File: src/rtl/text_line_renderer.sv
// Single-line text overlay: character buffer with clear sweep, a pixel-to-glyph
// stage that drives the font ROM, and a bitmap sampling stage producing text_on.
`timescale 1ns/1ps
module text_line_renderer #(
   parameter int unsigned NUM_CHARS  = 16,
   parameter int          X0         = 0,
   parameter int          Y0         = 0,
   parameter int unsigned SCALE_LOG2 = 1
) (
   input  logic                         clk,
   input  logic                         reset,
   input  logic                         wr_en,
   input  logic [$clog2(NUM_CHARS)-1:0] wr_idx,
   input  logic [7:0]                   wr_char,
   input  logic                         clear,
   output logic                         busy,
   input  logic                         pix_en,
   input  logic [9:0]                   pix_x,
   input  logic [9:0]                   pix_y,
   output logic [7:0]                   font_char,
   output logic [2:0]                   font_row,
   input  logic [7:0]                   font_bitmap,
   output logic                         text_on,
   output logic                         text_valid
);

   localparam int unsigned AW     = $clog2(NUM_CHARS);
   localparam int unsigned SH     = 3 + SCALE_LOG2;
   localparam logic [11:0] LINE_W = 12'(NUM_CHARS << SH);
   localparam logic [9:0]  LINE_H = 10'(8 << SCALE_LOG2);

   typedef enum logic {S_IDLE, S_CLEAR} state_t;

   state_t          r_state;
   state_t          w_next;
   logic [AW-1:0]   r_clr_idx;
   logic [7:0]      r_buf [NUM_CHARS];
   logic            w_busy;
   logic            w_buf_wr;
   logic            w_clr_wr;

   logic signed [10:0] w_rel_x;
   logic signed [10:0] w_rel_y;
   logic               w_inside;
   logic [9:0]         w_col;
   logic [2:0]         w_bit;
   logic [2:0]         w_row;
   logic [7:0]         w_char;
   logic [7:0]         w_glyph;

   logic               r_s1_valid;
   logic               r_s1_inside;
   logic [7:0]         r_s1_char;
   logic [2:0]         r_s1_row;
   logic [2:0]         r_s1_bit;
   logic               r_text_on;
   logic               r_text_valid;

   always_ff @(posedge clk or posedge reset) begin
      if (reset) r_state <= S_IDLE;
      else       r_state <= w_next;
   end

   always_comb begin
      w_next = r_state;
      case (r_state)
         S_IDLE:  if (clear) w_next = S_CLEAR;
         S_CLEAR: if (r_clr_idx == AW'(NUM_CHARS - 1)) w_next = S_IDLE;
         default: w_next = S_IDLE;
      endcase
   end

   // A clear request in IDLE takes priority over a same-cycle write.
   always_comb begin
      w_busy   = (r_state == S_CLEAR);
      w_clr_wr = w_busy;
      w_buf_wr = (r_state == S_IDLE) && wr_en && !clear;
   end

   assign busy = w_busy;

   always_ff @(posedge clk or posedge reset) begin
      if (reset) begin
         r_clr_idx <= '0;
         for (int unsigned i = 0; i < NUM_CHARS; i++) r_buf[i] <= 8'h20;
      end else if (w_clr_wr) begin
         r_buf[r_clr_idx] <= 8'h20;
         r_clr_idx        <= r_clr_idx + AW'(1);
      end else if (w_buf_wr) begin
         r_buf[wr_idx] <= wr_char;
      end
   end

   assign w_rel_x  = $signed({1'b0, pix_x}) - $signed(11'(X0));
   assign w_rel_y  = $signed({1'b0, pix_y}) - $signed(11'(Y0));
   assign w_inside = !w_rel_x[10] && ({2'b00, w_rel_x[9:0]} < LINE_W) &&
                     !w_rel_y[10] && (w_rel_y[9:0] < LINE_H);
   assign w_col    = w_rel_x[9:0] >> SH;
   assign w_bit    = w_rel_x[SCALE_LOG2 +: 3];
   assign w_row    = w_rel_y[SCALE_LOG2 +: 3];

   // Full-width column compare so no slot is aliased by truncated index bits.
   always_comb begin
      w_char = 8'h20;
      if (w_inside) begin
         for (int unsigned i = 0; i < NUM_CHARS; i++) begin
            if (w_col == 10'(i)) w_char = r_buf[i];
         end
      end
   end

   always_ff @(posedge clk or posedge reset) begin
      if (reset) begin
         r_s1_valid  <= 1'b0;
         r_s1_inside <= 1'b0;
         r_s1_char   <= '0;
         r_s1_row    <= '0;
         r_s1_bit    <= '0;
      end else begin
         r_s1_valid  <= pix_en;
         r_s1_inside <= w_inside;
         r_s1_char   <= w_char;
         r_s1_row    <= w_row;
         r_s1_bit    <= w_bit;
      end
   end

   assign w_glyph   = ((r_s1_char >= 8'h20) && (r_s1_char <= 8'h7E)) ? r_s1_char : 8'h20;
   assign font_char = w_glyph - 8'h20;
   assign font_row  = r_s1_row;

   always_ff @(posedge clk or posedge reset) begin
      if (reset) begin
         r_text_on    <= 1'b0;
         r_text_valid <= 1'b0;
      end else begin
         r_text_on    <= r_s1_valid & r_s1_inside & font_bitmap[~r_s1_bit];
         r_text_valid <= r_s1_valid;
      end
   end

   assign text_on    = r_text_on;
   assign text_valid = r_text_valid;

endmodule

File: config.mk
export PLATFORM = sky130hd
export DESIGN_NAME = text_line_renderer
export DESIGN_NICKNAME = d
export VERILOG_FILES = /design/src/rtl/text_line_renderer.sv
export SDC_FILE = /design/constraint.sdc
export NUM_CORES = 1
export LEC_CHECK = 0
export CAP_MARGIN = 10
export CORE_MARGIN = 3
export CORE_UTILIZATION = 30
export CTS_CLUSTER_DIAMETER = 30
export DETAILED_ROUTE_END_ITERATION = 8
export GPL_ROUTABILITY_DRIVEN = 0
export HOLD_SLACK_MARGIN = 0.08
export SLEW_MARGIN = 20
export SYNTH_ARGS = -nofsm -noshare
export SYNTH_HDL_FRONTEND = slang
export SYNTH_SLANG_ARGS = --single-unit
File: constraint.sdc
create_clock -name clk -period 8.4 [get_ports clk]
set_input_delay 1.68 -clock clk [delete_from_list [all_inputs] [get_ports clk]]
set_output_delay 1.68 -clock clk [all_outputs]
set_load 0.005 [all_outputs]
### After elaboration in Yosys (flattened, before gate mapping)

Index checks and enable logic that the tools add are counted.

| operators by class | value |
|---|---|
| $add $sub $neg | 2 |
| $lt $le $gt $ge | 9 |
| equality and inequality tests | 16 |
| mux-type cells | 30 |
| bitwise logic cells | 9 |
| reduce and logical (&&, ||, !) cells | 9 |

Operators with widths:

| operator | number |
|---|---|
| $mux W128 | 2 |
| $mux W8 | 20 |
| $bwmux W128 | 1 |
| $and A112 B112 Y112 | 1 |
| $not A112 Y112 | 1 |
| $demux W8 S4 | 2 |
| $eq A6 B4 Y1 const B | 8 |
| $eq A6 B3 Y1 const B | 4 |
| $or A16 B16 Y16 | 1 |
| $eq A6 B2 Y1 const B | 2 |
| $ge A5 B5 Y1 const B | 2 |
| $logic_not A10 Y1 | 1 |
| $lt A10 B5 Y1 const B | 1 |
| $lt A10 B9 Y1 const B | 1 |
| $lt A5 B1 Y1 const B | 2 |
| $not A4 Y5 | 2 |
| $ge A8 B6 Y1 const B | 1 |
| $le A8 B7 Y1 const B | 1 |
| $sub A8 B6 Y8 const B | 1 |
| $eq A6 B1 Y1 const B | 1 |
| $logic_and A1 B1 Y1 | 6 |
| $add A4 B1 Y4 const B | 1 |
| $eq A4 B4 Y1 const B | 1 |
| $lt A3 B4 Y1 const B | 1 |
| other kinds (8) | 11 |

| storage, ports and cells | value |
|---|---|
| bits in registers | 151 |
| bits of input ports | 45 |
| output and inout bits | 14 |

### Longest topological paths before layout

| depth | value |
|---|---|
| depth after elaboration | 18 |
| mapped depth | 8 |
| mapped depth without buffers | 6 |

### Worst setup path before layout

OpenSTA, ideal clock, no wires.

| path | value |
|---|---|
| path kind | input to register |
| start | in pix_x[6] |
| end | reg r_s1_char[3] |
| data arrival time | 3.032 ns |
| data required time | 8.279 ns |
| setup slack | 5.246 ns |
| cell stages on the path | 7 |
| path buffers | 2 |
| path through | clkbuf_1 > or4b_2 > clkbuf_1 > o21ai_0 > a32oi_1 > a21oi_1 > nor2_1 |

| on the way | value |
|---|---|
| longest elaborated chain between the ends | 18 |

RTL lines:

| element | line | source |
|---|---|---|
| start, declared | 18 | `input logic [9:0] pix_x,` |
| $logic_not A10 Y1 | 107 | `if (w_col == 10'(i)) w_char = r_buf[i];` |
| $mux W8 (16 in a row) | 107 |  |
| $mux W8 * | 105 | `if (w_inside) begin` |
| net w_char[3] | 48 | `logic [7:0] w_char;` |
| end signal, assigned | 122 | `r_s1_char <= w_char;` |
| end, declared | 53 | `logic [7:0] r_s1_char;` |

Mark *: on every way through the listed nets, which the timed path passes. The rest lies on a longest branch.
A chain may end at the register's enable or synchronous reset.

### Worst setup path in the final report

| path | value |
|---|---|
| start | reg r_s1_char[5] |
| end | out font_char[6] |

| on the way | value |
|---|---|
| longest elaborated chain between the ends | 4 |

RTL lines:

| element | line | source |
|---|---|---|
| $ge A8 B6 Y1 or $le A8 B7 Y1 (tied branches) | 128 | `assign w_glyph = ((r_s1_char >= 8'h20) && (r_s1_char <= 8'h7E)) ? r_s1_char : 8'h20;` |
| $logic_and A1 B1 Y1 | 128 |  |
| $mux W8 * | 128 |  |
| $sub A8 B6 Y8 * | 129 | `assign font_char = w_glyph - 8'h20;` |
| end, declared | 20 | `output logic [7:0] font_char,` |

Every way passes the cells marked *; elsewhere a longest branch is shown, timed or not.

==> impl_metrics.ini <==
[setup_path]
critPathRequiredTime_ns = 6.72
critPathLaunchType = flip-flop
timing.setup.critical_path_class = flip-flop to output port
critical_path_endpoint_category = output port
crit_fanout = 3
worst-endpoint-arrival_ns = 2.35

[die]
coreArea_um2 = 23050
placement_row_count = 55
boundaryPins = 59
die_ar_um2 = 25720
initial_cell_density_of_the_core_pct = 31.01
dieWidth_um = 160.4
die_height_um = 160.4

[timing]
max_freq_mhz = 248.3
worst_tran_pin_value_ns = 0.9905
clock_skew_ns = 0.007650
period_needed_ns = 4.028
maxSlewViolCount = 0
timing.max_slew.rel_slack_pct = 33.97
timing.setup.tns_ns = 0
rsz0062_at_grt = false
timing_hold_violations_final = 0
setup_viol = 0
fin_crit_sh_pct = 47.95

[yosys]
syn_area_um2 = 7148
synth-async-reset-ratio_pct = 100.0
synth_enable_flop_cells = 0
ys_warn_count = 0
post_synth_num_cell_types = 56
ys_dominant_reg_cell = sky130_fd_sc_hd__dfrtp_1
postSynthRegisterBits = 151
synth_instances = 643
avgSynthCellArea_um2 = 11.12
synth_seq_area_share_pct = 53.14
synthesis.nets = 693

[global_routing]
gr-usage-met2_pct = 23.80
groute.layer.met3.usage_pct = 3.946
first_global_vias = 5480
antenna_found_initial = 0
global_route_usage_over_all_layers_pct = 16.83
grt_pass1_wl_um = 33440
grt.overflow.total = 0
gr_peak_layer = met1
grt_start_max_net_pins = 85
globalRouteMet1Util_pct = 25.60

[outcome]
outcome = complete, no violations

[detailed_routing]
drt-vias-per-instance = 5.683
detail_route.first_pass.iterations = 5
wire_per_inst_um = 21.54
detail_route.drc_violations = 0
wirelength_um = 21630
dr_iter_0_viols = 564
vias = 5706
number_of_nets_with_antenna_violations_after_detailed_routing = 0

[cts]
cts_buffer_depth = 2
cts-root-buf = sky130_fd_sc_hd__clkbuf_16
setup_bufs_post_cts = 0
clk-insertion-delay-late_ns = 0.43
tritoncts_clock_tree = yes
clock_sinks = 151
cts.clk_slew.worst_paths_ns = 0.06
ctsResizeCount = 0
inserted_clock_buffers = 17
maximum_level_of_the_cts_h_tree = 4
hold_buffers = 0

[place]
placement.io_buffers = 56
dp_hpwl_um = 13680
placed_cells = 972

[final_layout]
fill_cells = 2254
final_nets = 728
area_growth_syn_to_layout_pct = 20.48
antennaDiodeCount = 0
final_layout_size_suffix_gt1_share_pct = 12.30
layoutNonFillerInstCount = 1004
final-seq-area_um2 = 3799
multi_input_area_um2 = 3075

[job]
maxCapViolCount = 0

[power_and_ir_drop]
p_leak_nw = 3.742
cellPowerDensity_nw_per_um2 = 242.9
peak_supply_drop_uv = 117.6

[worst_hold_path]
worst_hold_path_type = flip-flop to flip-flop
==> power breakdown <==
part           switching [mW]  total (mW)  internal [mW]
Sequential             0.0673       0.881          0.814
Clock                   0.313       0.856          0.543
Combinational           0.216       0.355          0.139
==> worst paths after layout <==
path,endpoint,depth (start not counted),slack (ns),start
min in group asynchronous,font_row[2],2,1.73,reset
max in group asynchronous,r_buf[120],3,5.49,reset
setup / recovery,font_char[6],7,4.37,r_s1_char[5]
hold / removal,text_valid,0,0.38,r_s1_valid
hold reg to reg,text_valid,0,0.38,r_s1_valid
setup reg to reg,r_buf[0],5,5.58,busy
==> Yosys cell counts (4+ instances only) <==
| library cell | n | area share (%) |
|---|---|---|
| sky130_fd_sc_hd__mux4_2 | 10 | 3.2 |
| sky130_fd_sc_hd__nor2_1 | 38 | 2.0 |
| sky130_fd_sc_hd__o21a_1 | 4 | 0.42 |
| sky130_fd_sc_hd__ha_1 | 5 | 0.88 |
| sky130_fd_sc_hd__buf_1 | 11 | 0.58 |
| sky130_fd_sc_hd__nand3_1 | 15 | 1.1 |
| sky130_fd_sc_hd__a22oi_1 | 4 | 0.42 |
| sky130_fd_sc_hd__clkbuf_1 | 25 | 1.3 |
| sky130_fd_sc_hd__nor3_1 | 14 | 0.98 |
| sky130_fd_sc_hd__a22o_1 | 113 | 14 |
| sky130_fd_sc_hd__o22ai_1 | 4 | 0.35 |
| sky130_fd_sc_hd__nand2b_1 | 6 | 0.53 |
| sky130_fd_sc_hd__nor3b_2 | 4 | 0.70 |
| sky130_fd_sc_hd__inv_1 | 23 | 1.2 |
| sky130_fd_sc_hd__o21ai_0 | 25 | 1.8 |
| sky130_fd_sc_hd__a211oi_1 | 9 | 0.95 |
| sky130_fd_sc_hd__buf_2 | 9 | 0.63 |
| sky130_fd_sc_hd__a32oi_1 | 4 | 0.49 |
| sky130_fd_sc_hd__mux2i_1 | 12 | 1.7 |
| sky130_fd_sc_hd__nor4_1 | 5 | 0.44 |
| sky130_fd_sc_hd__a21oi_1 | 50 | 3.5 |
| sky130_fd_sc_hd__o211ai_1 | 4 | 0.42 |
| sky130_fd_sc_hd__and2_1 | 6 | 0.53 |
| sky130_fd_sc_hd__mux2_2 | 6 | 0.95 |
| sky130_fd_sc_hd__dfrtp_1 | 135 | 47 |
| sky130_fd_sc_hd__nor3_2 | 5 | 0.70 |
| sky130_fd_sc_hd__nand2_1 | 23 | 1.2 |
| sky130_fd_sc_hd__nor2b_1 | 11 | 0.96 |
| sky130_fd_sc_hd__a31oi_1 | 5 | 0.44 |
| sky130_fd_sc_hd__dfstp_2 | 16 | 5.9 |
==> worst max-delay path, cell delays in order (launching register included) <==
cell and delay, ns:
sky130_fd_sc_hd__dfrtp_1 0.40, sky130_fd_sc_hd__nand4_1 0.09, sky130_fd_sc_hd__nor2_1 0.05, sky130_fd_sc_hd__or3b_2 0.45
sky130_fd_sc_hd__nor2_1 0.15, sky130_fd_sc_hd__ha_1 0.25, sky130_fd_sc_hd__inv_1 0.05, sky130_fd_sc_hd__clkdlybuf4s50_1 0.48
==> through the flow <==
step                area (um2)  worst slack, ns  hold slack, ns  utilization (%)  power (mW)
floorplan                 7148            2.682          0.3540                -       1.110
global placement          7953            4.095          0.3558            34.50       1.236
detailed placement        7953            4.063          0.3628            34.50       1.240
finish                    8612            4.372          0.3768            37.36       2.092
global route              8612            4.208          0.3833            37.36       2.174
CTS                       8608            4.337          0.3771            37.34       2.097
==> cell type report <==
| cell class | count | share of cell area [%] |
|---|---|---|
| Clock buffer | 20 | 5.303 |
| Clock inverter | 12 | 2.310 |
| Inverter | 25 | 1.148 |
| Multi-Input combinational cell | 422 | 35.71 |
| Sequential cell | 151 | 44.11 |
| Tap cell | 313 | 4.547 |
| Timing Repair Buffer | 61 | 6.872 |
==> state kept, by name, indices dropped and copies added (netlist names), 3 cells and up <==
signal,count
font_row,3
r_buf,128
r_s1_bit,3
r_clr_idx,4
r_s1_char,8
==> layer usage <==
| metal | share of wire, % | vias up |
|---|---|---|
| li1 | - | 2496 |
| met3 | 6.7 | 24 |
| met5 | 0 | - |
| met1 | 49 | 2961 |
| met4 | 1.6 | 0 |
| met2 | 43 | 225 |
==> placed cells by master (no fill, tap or decap), types with 9 or more instances in the layout <==
cell type / instances
sky130_fd_sc_hd__dfrtp_1: 135
sky130_fd_sc_hd__a22o_1: 113
sky130_fd_sc_hd__clkdlybuf4s50_1: 54
sky130_fd_sc_hd__a21oi_1: 50
sky130_fd_sc_hd__nor2_1: 38
sky130_fd_sc_hd__o21ai_0: 25
sky130_fd_sc_hd__nand2_1: 23
sky130_fd_sc_hd__inv_1: 22
sky130_fd_sc_hd__clkbuf_16: 17
sky130_fd_sc_hd__dfstp_2: 16
sky130_fd_sc_hd__nand3_1: 15
sky130_fd_sc_hd__nor3_1: 14
sky130_fd_sc_hd__mux2i_1: 12
sky130_fd_sc_hd__nor2b_1: 11
sky130_fd_sc_hd__mux4_2: 10
sky130_fd_sc_hd__a211oi_1: 9
==> cells by family after synthesis <==
logic type | synth area share (%)
compound gates | 24.03
xor+xnor | 0.3676
fa+ha+maj | 0.8752
buf+inv | 3.833
flops | 53.14
mux | 5.776
simple gates | 11.97
Note: power is estimated with default switching activity, not from simulation.
